### src/rtl/regfile_writeback.sv
// Register-file writeback arbiter: ALU results take the single write slot first,
// queued load results drain otherwise. Optional bypass compare enabled by WB_BYPASS_EN.
module regfile_writeback #(
    parameter int W     = 32,
    parameter int DEPTH = 4
) (
    input  logic                   clk,
    input  logic                   rst_n,
    input  logic                   alu_valid,
    input  logic [4:0]             alu_rd,
    input  logic [W-1:0]           alu_data,
    input  logic                   ld_valid,
    output logic                   ld_ready,
    input  logic [4:0]             ld_rd,
    input  logic [W-1:0]           ld_data,
    output logic [4:0]             WriteReg,
    output logic [W-1:0]           WriteData,
    output logic                   RegWrite,
    output logic [$clog2(DEPTH):0] fifo_count,
    input  logic [4:0]             byp_rs1,
    input  logic [4:0]             byp_rs2,
    output logic                   byp_hit1,
    output logic                   byp_hit2,
    output logic [W-1:0]           byp_data1,
    output logic [W-1:0]           byp_data2
);

    localparam int AW = $clog2(DEPTH);
    localparam int CW = AW + 1;

    logic [4:0]    rd_mem_q   [DEPTH];
    logic [4:0]    rd_mem_d   [DEPTH];
    logic [W-1:0]  data_mem_q [DEPTH];
    logic [W-1:0]  data_mem_d [DEPTH];

    logic [AW-1:0] wr_ptr_q, wr_ptr_d;
    logic [AW-1:0] rd_ptr_q, rd_ptr_d;
    logic [CW-1:0] count_q, count_d;

    logic          reg_write_q, reg_write_d;
    logic [4:0]    write_reg_q, write_reg_d;
    logic [W-1:0]  write_data_q, write_data_d;

    logic          accept;
    logic          push;
    logic          pop;

    assign ld_ready = (count_q != CW'(DEPTH));
    assign accept   = ld_valid && ld_ready;
    // Loads to x0 are handshaken but never stored.
    assign push     = accept && (ld_rd != 5'd0);
    assign pop      = !alu_valid && (count_q != '0);

    always_comb begin
        rd_mem_d   = rd_mem_q;
        data_mem_d = data_mem_q;
        for (int i = 0; i < DEPTH; i++) begin
            if (push && (wr_ptr_q == AW'(i))) begin
                rd_mem_d[i]   = ld_rd;
                data_mem_d[i] = ld_data;
            end
        end
    end

    always_ff @(posedge clk) begin
        rd_mem_q   <= rd_mem_d;
        data_mem_q <= data_mem_d;
    end

    always_comb begin
        wr_ptr_d = wr_ptr_q;
        rd_ptr_d = rd_ptr_q;
        count_d  = count_q;
        if (push) begin
            wr_ptr_d = wr_ptr_q + AW'(1);
        end
        if (pop) begin
            rd_ptr_d = rd_ptr_q + AW'(1);
        end
        if (push && !pop) begin
            count_d = count_q + CW'(1);
        end else if (pop && !push) begin
            count_d = count_q - CW'(1);
        end
    end

    // An ALU result always owns the slot, even for x0 where it only blanks the enable.
    always_comb begin
        reg_write_d  = 1'b0;
        write_reg_d  = write_reg_q;
        write_data_d = write_data_q;
        if (alu_valid) begin
            reg_write_d  = (alu_rd != 5'd0);
            write_reg_d  = alu_rd;
            write_data_d = alu_data;
        end else if (pop) begin
            reg_write_d  = 1'b1;
            write_reg_d  = rd_mem_q[rd_ptr_q];
            write_data_d = data_mem_q[rd_ptr_q];
        end
    end

    always_ff @(posedge clk) begin
        if (!rst_n) begin
            wr_ptr_q     <= '0;
            rd_ptr_q     <= '0;
            count_q      <= '0;
            reg_write_q  <= 1'b0;
            write_reg_q  <= '0;
            write_data_q <= '0;
        end else begin
            wr_ptr_q     <= wr_ptr_d;
            rd_ptr_q     <= rd_ptr_d;
            count_q      <= count_d;
            reg_write_q  <= reg_write_d;
            write_reg_q  <= write_reg_d;
            write_data_q <= write_data_d;
        end
    end

    assign RegWrite   = reg_write_q;
    assign WriteReg   = write_reg_q;
    assign WriteData  = write_data_q;
    assign fifo_count = count_q;

`ifdef WB_BYPASS_EN
    logic [9:0]     rs_vec;
    logic [1:0]     hit_vec;
    logic [2*W-1:0] data_vec;

    assign rs_vec = {byp_rs2, byp_rs1};

    genvar gi;
    generate
        for (gi = 0; gi < 2; gi++) begin : g_byp
            assign hit_vec[gi] = reg_write_q && (rs_vec[gi*5 +: 5] != 5'd0)
                                 && (write_reg_q == rs_vec[gi*5 +: 5]);
            assign data_vec[gi*W +: W] = hit_vec[gi] ? write_data_q : '0;
        end
    endgenerate

    assign byp_hit1  = hit_vec[0];
    assign byp_hit2  = hit_vec[1];
    assign byp_data1 = data_vec[0 +: W];
    assign byp_data2 = data_vec[W +: W];
`else
    logic unused_byp;
    assign unused_byp = ^{byp_rs1, byp_rs2};
    assign byp_hit1   = 1'b0;
    assign byp_hit2   = 1'b0;
    assign byp_data1  = '0;
    assign byp_data2  = '0;
`endif

endmodule

### config.mk
export PLATFORM = sky130hd
export DESIGN_NAME = regfile_writeback
export DESIGN_NICKNAME = d
export VERILOG_FILES = /design/src/rtl/regfile_writeback.sv
export SDC_FILE = /design/constraint.sdc
export NUM_CORES = 1
export LEC_CHECK = 0
export BUFFER_PORTS_ARGS = -buffer_cell sky130_fd_sc_hd__buf_2
export CORE_MARGIN = 2
export CORE_UTILIZATION = 39
export CTS_BUF_LIST = sky130_fd_sc_hd__clkbuf_16
export DETAILED_ROUTE_END_ITERATION = 10
export PLACE_DENSITY = 0.58
export SYNTH_ARGS = -nofsm -noshare
export SYNTH_HDL_FRONTEND = slang
export SYNTH_SLANG_ARGS = --single-unit
### constraint.sdc
create_clock -name clk -period 2.7 [get_ports clk]
set_clock_uncertainty 0.1 [all_clocks]
set_input_delay 0.27 -clock clk [delete_from_list [all_inputs] [get_ports clk]]
set_output_delay 0.27 -clock clk [all_outputs]
set_load 0.005 [all_outputs]
==> flow_summary.json, run 1 <==
{
  "htreeDepth": 4,
  "synthFlopType": "edfxtp_1",
  "internal-power_mw": 5.79,
  "grt_max_degree": 49,
  "hold_path.class": "in -> reg",
  "die_y_um": 147,
  "yosysTopAreaCellShare_pct": 55.7,
  "yosys.area.top_type": "edfxtp_1",
  "timing.critical_path.from": "ld_rd[0]",
  "dr_total_vias": 4768,
  "yosys-top-cells-count": "148 x edfxtp_1, 67 x buf_4, 64 x mux2_2",
  "power_mw": 8.04,
  "fin_area_mm2": 0.00959,
  "drc_errors": 0,
  "dr.first_iter.drc_count": 368,
  "clk_path_buf_depth": 2,
  "hold_violations": 0,
  "cts-root-buf": "clkbuf_16",
  "fmax_mhz": 385,
  "cp_max_fo": 7,
  "whs_ps": 45.4,
  "synth_edf_count": 148,
  "power.switching_mw": 2.25,
  "setup_violations": 0,
  "p_clk_share_pct": 29.9,
  "vdd_ir_drop_max_mv": 0.461,
  "fin_nets": 777,
  "synth.most_common_cell": "edfxtp_1",
  "crit_type": "in -> reg",
  "core_mm2": 0.0202,
  "ant_nets": 0,
  "power_density_mw_per_mm2": 839,
  "rsz0062_at_grt": "false",
  "path_clk_slew_ps": 70,
  "cts_tree": "built",
  "clkLatencyLatePin_ps": 420,
  "dpl.hpwl_mm": 10.8,
  "async_flop_share_pct": 0,
  "r2r-start": "fifo_count[0]",
  "grt_pass1_vias": 4746,
  "wirelength_met1_mm": 7.50,
  "routabilityCongestion": 0.744,
  "area_delta_synth_final_pct": 20.1,
  "synth_cell_types": 32,
  "highest_layer": "met4",
  "regToRegEndpoint": "fifo_count[2]",
  "reg2regPathDepth": 8,
  "critPathArrivalTime_ps": 2840,
  "swShare_pct": 28.0,
  "met3_wirelength_mm": 1.36,
  "reg2reg_slack_ps": 300,
  "synth-seq-cells": 193,
  "avgSynthCellArea_um2": 15.1,
  "synthCells": 527,
  "syn-cell-area_mm2": 0.00798,
  "tightest_slew_ps": 892,
  "numClockSinks": 193,
  "drive_above_1_share_pct": 34.9,
  "status": "finished clean",
  "overflow": 0,
  "die_width_um": 147,
  "min_from": "alu_rd[0]",
  "viasPerCell": 4.93,
  "maxSlewViolCount": 0,
  "hold_path_end": "WriteReg[0]",
  "cts_made_buffers": 17,
  "endpoint_kind": "flop",
  "p_leak_nw": 3.58,
  "wl_met2_mm": 7.93,
  "num_rows": 52,
  "placed_cell_area_mm2": 0.00864,
  "startpoint_type": "primary input",
  "drtPass1Iterations": 6,
  "yosys_warnings": 0,
  "dieArea_mm2": 0.0216,
  "grt_pass1_wl_mm": 26.0,
  "slew_headroom_pct": 40.6,
  "setup-tns-final_ps": 0,
  "hold_depth": 3,
  "period_minus_slack_ps": 2600,
  "yosysSeqAreaShare_pct": 67.0,
  "max_cap_viol_count": 0,
  "start_util_pct": 39.6,
  "antenna_found_initial": 1,
  "wl_mm": 17.0,
  "io-pin-count": 196,
  "combPwrFrac_pct": 22.8,
  "grt_usage_pct": 15.8,
  "num-fill-cells": 1812,
  "synthTopCellsByArea": "edfxtp_1 56%, dfxtp_1 11%, mux2_2 9.0%, buf_4 6.3%, a222oi_1 4.0%",
  "fin_crit_sh_pct": 96.2,
  "p_seq_share_pct": 47.3,
  "crit_required_ps": 2950,
  "wl_per_cell_um": 17.6,
  "portBuffers": 119
}
==> placed cells by master, fill, tap and decap left out, types with 18 or more instances in the layout <==
master	synthesis	routed
buf_2	4	119
edfxtp_1	148	148
a222oi_1	32	32
conb_1	1	66
dfxtp_1	45	44
mux2_2	64	64
clkbuf_16	0	18
a21oi_1	43	43
o21ai_1	28	28
dlygate4sd3_1	0	37
==> through the flow <==
stage / worst slack, ps / cells / util (%)
6_report: 103 / 967 / 47.5
3_3_place_gp: 238 / 897 / 42.8
3_5_place_dp: 173 / 897 / 42.8
2_1_floorplan: 408 / 592 / -
4_1_cts: 59.7 / 966 / 47.5
5_1_grt: 6.55 / 966 / 47.5
==> power groups by stage <==
stage / Combinational [mW] / Clock (mW) / Sequential, mW
after global placement: 1.78 / 0 / 3.84
after global routing: 2.02 / 2.56 / 3.85
after floorplan: 1.35 / 0 / 3.84
final: 1.83 / 2.41 / 3.80
after detailed placement: 1.80 / 0 / 3.87
after CTS: 1.85 / 2.46 / 3.81
==> critical path: stages <==
cell	delay, ps
dlygate4sd3_1	530
buf_2	140
or4_1	560
o211a_4	290
ha_1	230
inv_1	80
fa_1	180
xor2_1	80
or3_1	300
a21boi_0	180
==> logic make-up after synthesis <==
kind of cell | count (synthesis) | share of synthesized area [%]
flip-flops | 193 | 67.0
adder cells (fa/ha/maj) | 6 | 1.03
AND/OR/NAND/NOR | 31 | 2.08
AO/OA/AOI/OAI | 117 | 9.47
other | 1 | 0.0470
XOR/XNOR | 2 | 0.220
buffers and inverters | 104 | 9.23
multiplexers | 73 | 10.9
==> state kept, by name (all words and copies together) (netlist names) <==
register    cells
RegWrite        1
wr_ptr_q        2
rd_mem_q       20
WriteData      32
data_mem_q    128
rd_ptr_q        2
WriteReg        5
fifo_count      3
==> layout make-up <==
class	count	area, um2	area share, %
Clock inverter	14	116	1.21
Timing Repair Buffer	172	1150	12.0
Antenna cell	1	2.50	0.0261
Multi-Input combinational cell	295	2170	22.6
Tap cell	270	338	3.52
Sequential cell	193	5350	55.8
Clock buffer	18	450	4.70
Inverter	4	15.0	0.157
==> routing by layer <==
layer | GRT usage [%] | vias up
met5 | 0 | -
met4 | 5.05 | 0
met3 | 4.25 | 17
met2 | 26.3 | 216
met1 | 20.3 | 2325
li1 | - | 2210
==> worst max-delay path by stage <==
stage                          endpoint  slack (ps)  cells after the start
after floorplan           data_mem_q[0]         410                      4
after global placement    fifo_count[2]         240                      9
after detailed placement  fifo_count[2]         170                      9
after CTS                 fifo_count[2]          60                     10
after global routing      fifo_count[2]           7                     10
final                     fifo_count[2]         100                     10
==> repair_timing <==
action / 4_1_cts / 5_1_grt
gates resized for setup: 0 / 2
setup buffers: 0 / 0
endpoints found under the setup margin: 0 / 1
endpoints found under the hold margin: 148 / 0
hold buffers: 37 / 0
Note: power is estimated with default switching activity, not from simulation.
==> run 2: changes to the inputs <==
ABC_AREA = 1   (was not set)
==> run 2 against run 1 <==
  * Combinational power up 13%
  * Synthesized cell count up 59%
  * Die area up 5.7%
  * Register-to-register slack better by 180 ps
  * Utilization up 0.089 points
  * Sequential share of layout area down 2.7 points
  * Largest cell class unchanged
  * Largest power group unchanged
  * Highest routed layer unchanged
==> flow_summary.json, run 2 <==
{
  "numClockSinks": 193,
  "setup-tns-final_ps": 0,
  "antenna_found_initial": 1,
  "portBuffers": 119,
  "path_delay_family": "simple AND/OR/NAND/NOR gates",
  "fin_nets": 1079,
  "p_leak_nw": 4.33,
  "endpoint_kind": "flop",
  "syn-cell-area_mm2": 0.00845,
  "num-fill-cells": 1961,
  "fmax_mhz": 451,
  "async_flop_share_pct": 0,
  "cp_common_cell": "nand2_1",
  "yosys.area.top_type": "edfxtp_1",
  "max_stage_delay_ps": 460,
  "avgSynthCellArea_um2": 10.1,
  "synthTopCellsByArea": "edfxtp_1 53%, dfxtp_1 11%, nand2_1 10%, nand3_1 6.3%, buf_4 6.1%",
  "fin_crit_sh_pct": 82.2,
  "crit_type": "reg -> reg",
  "cts_tree": "built",
  "cts_made_buffers": 17,
  "multi_input_area_mm2": 0.00238,
  "cts-root-buf": "clkbuf_16",
  "vdd_ir_drop_max_mv": 0.539,
  "yosys-top-cells-count": "235 x nand2_1, 148 x edfxtp_1, 107 x nand3_1",
  "die_y_um": 151,
  "yosysTopAreaCellShare_pct": 52.6,
  "synthCells": 837,
  "critPathArrivalTime_ps": 2430,
  "postCtsSetupBuffers": 0,
  "grt_pass1_vias": 5280,
  "clk_path_buf_depth": 2,
  "crit_required_ps": 2910,
  "core_mm2": 0.0212,
  "drtPass1Iterations": 4,
  "start_util_pct": 39.9,
  "synth_cell_types": 28,
  "grt_usage_pct": 16.2,
  "drive_above_1_share_pct": 18.4,
  "overflow": 0,
  "dieArea_mm2": 0.0229,
  "cpMaxStageDelayCell": "dfxtp_1",
  "dpl.hpwl_mm": 11.0,
  "wl_mm": 18.2,
  "path_clk_slew_ps": 60,
  "reg2reg_slack_ps": 480,
  "htreeDepth": 4,
  "slew_headroom_pct": 56.8,
  "hold_violations": 0,
  "critPathBufInv": 1,
  "largest_register_ffs": 128,
  "io-pin-count": 196,
  "cp_max_fo": 8,
  "maxSlewViolCount": 0,
  "stdcell_count": 1274,
  "num_rows": 53,
  "die_width_um": 151,
  "tightest_slew_ps": 644,
  "grt_pass1_wl_mm": 28.1,
  "yosys_warnings": 0,
  "regArea_mm2": 0.00535,
  "area_delta_synth_final_pct": 19.2,
  "power_density_mw_per_mm2": 817,
  "grt_max_degree": 67,
  "drc_errors": 0,
  "final_cell_mix": "235 x nand2_1, 148 x edfxtp_1, 119 x buf_2, 107 x nand3_1, 69 x inv_1",
  "viasPerCell": 4.60,
  "wl_per_cell_um": 14.3,
  "ant_nets": 0,
  "cp_cell_sequence": "nor2_4, nand2_1, nand2_1, nor2_1, ha_1, inv_1, fa_1, nand2_1, nand3_1, o21ai_0, a21oi_1",
  "max_cap_viol_count": 0,
  "place_inst": 1204,
  "dr.first_iter.drc_count": 319,
  "final_common_cell": "nand2_1",
  "routabilityCongestion": 0.741,
  "synthFlopType": "edfxtp_1",
  "status": "finished clean",
  "yosysSeqAreaShare_pct": 63.3,
  "period_minus_slack_ps": 2220,
  "synth-seq-cells": 193,
  "fin_util_pct": 47.6,
  "setup_violations": 0,
  "top_register": "data_mem_q",
  "power_mw": 8.23,
  "rsz0062_at_grt": "false",
  "hold_path.class": "in -> reg",
  "startpoint_type": "flop",
  "synth.most_common_cell": "nand2_1",
  "synth_edf_count": 148,
  "dr_total_vias": 5858,
  "clkLatencyLatePin_ps": 430
}
==> run 2: cell count changes after synthesis, sizes merged, moves of 23 or more <==
cell / change
nand3: +107
a222oi: -32
nor2: +23
nand2: +223
inv: +68
mux2: -64
==> run 2: power breakdown <==
group / internal, mW / switching (mW)
sequential: 3.65 / 0.175
combinational: 0.743 / 1.32
clock: 1.26 / 1.08
total: 5.66 / 2.58
==> run 2: path summary, 6_finish.rpt <==
path / cells past startpoint / startpoint / endpoint
max: 11 / fifo_count[0] / fifo_count[2]
min: 3 / alu_rd[4] / RegWrite
max reg2reg: 11 / fifo_count[0] / fifo_count[2]
min reg2reg: 2 / WriteData[2] / WriteData[2]
==> run 2: metrics by stage <==
step	hold WS (ps)	cell area, um2	setup slack (ps)
global placement	386	9150	510
finish	43.5	10100	482
global route	51.9	10100	217
CTS	13.4	10100	456
detailed placement	387	9150	472
floorplan	269	8690	-380
==> run 2: tightest hold or removal path: stages <==
cell and delay, ps:
buf_2 90, nor4_1 40, a21oi_1 120
==> run 2: layout make-up <==
class                      count  area share [%]
timing repair buffer         173            11.7
antenna                        1          0.0248
inverter                      72            2.68
sequential                   193            53.1
tap                          275            3.42
multi-input combinational    528            23.6
clock inverter                15            1.19
clock buffer                  17            4.22
==> run 2: repair_timing <==
action,CTS,global route
hold buffers,37,0
hold endpoints to repair,148,0
resized for setup,0,0
==> run 2: cell families (layout without fill, tap and decap cells) <==
kind of cell	count (synthesis)	in the layout	synth area share (%)
other	1	67	0.0444
AND/OR/NAND/NOR	375	375	18.6
XOR/XNOR	1	1	0.104
flip-flops	193	193	63.3
adder cells (fa/ha/maj)	6	6	0.977
AO/OA/AOI/OAI	80	80	5.17
buffers and inverters	181	277	11.8
==> run 2: per-layer routing <==
metal	vias up	wire [um]	global-route usage, %	part of all wire (%)
met5	-	0	0	0
met4	0	142	3.79	0.78
met3	11	1120	3.73	6.2
met2	193	8500	26.6	47
met1	2714	8450	21.8	46
li1	2940	-	-	-
==> run 3: changes to the inputs <==
ABC_AREA = 0   (was 1)
clock period = 2.3 ns   (was 2.7 ns; I/O delays follow)
==> run 3 against run 2 <==
  * Utilization rose by 0.50 points
  * Critical path type unchanged
  * Highest routed layer unchanged
  * Clock power rose by 31%
  * Fmax rose by 1.6%
==> flow_summary.json, run 3 (synthesized netlist as in run 1, its figures left out) <==
{
  "cp_cell_sequence": "or3b_2, o211a_1, ha_2, inv_1, fa_2, xor2_1, or3_1, a21boi_1",
  "drtPass1Iterations": 8,
  "clkLatencyLatePin_ps": 430,
  "wl_per_cell_um": 17.7,
  "dr_total_vias": 4824,
  "critPathArrivalTime_ps": 2440,
  "crit_required_ps": 2550,
  "path_clk_slew_ps": 70,
  "endpoint_kind": "flop",
  "maxSlewViolCount": 0,
  "ant_nets": 0,
  "fin_util_pct": 48.1,
  "worst_slack_ps": 117,
  "hold_violations": 0,
  "tightest_slew_ps": 1080,
  "vdd_ir_drop_max_mv": 0.535,
  "critPathBufInv": 1,
  "slew_headroom_pct": 28.0,
  "wl_mm": 17.2,
  "top_register": "data_mem_q",
  "dieArea_mm2": 0.0216,
  "area_delta_synth_final_pct": 21.6,
  "regArea_mm2": 0.00535,
  "drive_above_1_share_pct": 36.1,
  "hold_path.class": "in -> reg",
  "path_delay_family": "simple AND/OR/NAND/NOR gates",
  "fmax_mhz": 458,
  "drc_errors": 0,
  "max_stage_delay_ps": 510,
  "clk_path_buf_depth": 2,
  "grt_pass1_wl_mm": 25.9,
  "core_mm2": 0.0202,
  "power_density_mw_per_mm2": 1010,
  "portBuffers": 119,
  "io-pin-count": 196,
  "rsz0062_at_grt": "false",
  "overflow": 0,
  "fin_area_mm2": 0.00970,
  "whs_ps": 22.2,
  "crit_type": "reg -> reg",
  "period_minus_slack_ps": 2180,
  "largest_register_ffs": 128,
  "setup_violations": 0,
  "startpoint_type": "flop",
  "start_util_pct": 39.6,
  "grt_max_degree": 73,
  "numClockSinks": 193,
  "status": "finished clean",
  "cts_tree": "built",
  "htreeDepth": 4,
  "die_width_um": 147,
  "die_y_um": 147,
  "fin_nets": 785,
  "antenna-diode-count": 0,
  "grt_usage_pct": 15.9,
  "dr.first_iter.drc_count": 345,
  "p_leak_nw": 3.64,
  "final_common_cell": "edfxtp_1",
  "place_worst_setup_slack_ps": -50.0,
  "viasPerCell": 4.95,
  "cts_made_buffers": 17,
  "final_cell_mix": "148 x edfxtp_1, 119 x buf_2, 66 x conb_1, 64 x mux2_2, 43 x a21oi_1",
  "placed_cell_area_mm2": 0.00866,
  "max_cap_viol_count": 0,
  "cp_max_fo": 6,
  "num-fill-cells": 1814,
  "grt_pass1_vias": 4704,
  "dpl.hpwl_mm": 10.4,
  "routabilityCongestion": 0.729,
  "cpMaxStageDelayCell": "or3b_2",
  "fin_crit_sh_pct": 94.9,
  "multi_input_area_mm2": 0.00217,
  "setup-tns-final_ps": 0,
  "num_rows": 52,
  "antenna_found_initial": 0,
  "cts-root-buf": "clkbuf_16"
}
==> run 3: cell types whose count changed in the layout (fill, tap and decap cells not counted), sizes merged, moves of 23 or more <==
cell	previous run	this run
a222oi	0	32
nand3	108	1
inv	74	10
nor2	24	1
nand2	235	12
mux2	0	64
==> run 3: per-stage QoR <==
stage / std cells / power (mW)
floorplan: 592 / 6.09
finish: 974 / 9.77
global placement: 901 / 6.67
detailed placement: 901 / 6.71
CTS: 974 / 9.86
global route: 974 / 10.3
==> run 3: power breakdown <==
| group | total, mW | internal [mW] | leakage [nW] | switching, mW |
|---|---|---|---|---|
| Combinational | 2.25 | 1.06 | 1.61 | 1.20 |
| Clock | 3.07 | 1.75 | 0.301 | 1.33 |
| Sequential | 4.45 | 4.26 | 1.73 | 0.187 |
==> run 3: what timing repair did <==
item	CTS	global route
gates cloned	0	0
endpoints found under the hold margin	150	0
endpoints found under the setup margin	1	1
resized for setup	1	6
pin swaps	0	1
buffers inserted	0	0
hold buffers	41	0
==> run 3: cell type report <==
cell class,instances,area share [%]
repair buffers,180,12.4
multi-input cells,295,22.3
inverters,4,0.155
flip-flops and latches,193,55.2
clock inverters,15,2.04
clock buffers,17,4.38
well taps,270,3.48
==> run 3: worst reg2reg max path: stages, from the launching register on <==
cell      delay (ps)
dfxtp_1          360
or3b_2           510
o211a_1          170
ha_2             190
inv_1             70
fa_2             190
xor2_1            70
or3_1            300
a21boi_1         130
==> run 3: layer usage <==
metal	vias up	wire [um]	track usage, %
met4	0	207	4.81
li1	2232	-	-
met2	192	8340	26.6
met5	-	0	0
met3	15	1050	4.04
met1	2385	7620	20.5
==> run 3: worst paths after layout <==
| path | start | to | slack (ps) | depth (start not counted) |
|---|---|---|---|---|
| min | alu_data[27] | WriteData[27] | 20 | 3 |
| max reg2reg | fifo_count[0] | fifo_count[2] | 120 | 8 |
| max | fifo_count[0] | fifo_count[2] | 120 | 8 |
| min reg2reg | wr_ptr_q[0] | wr_ptr_q[0] | 410 | 2 |
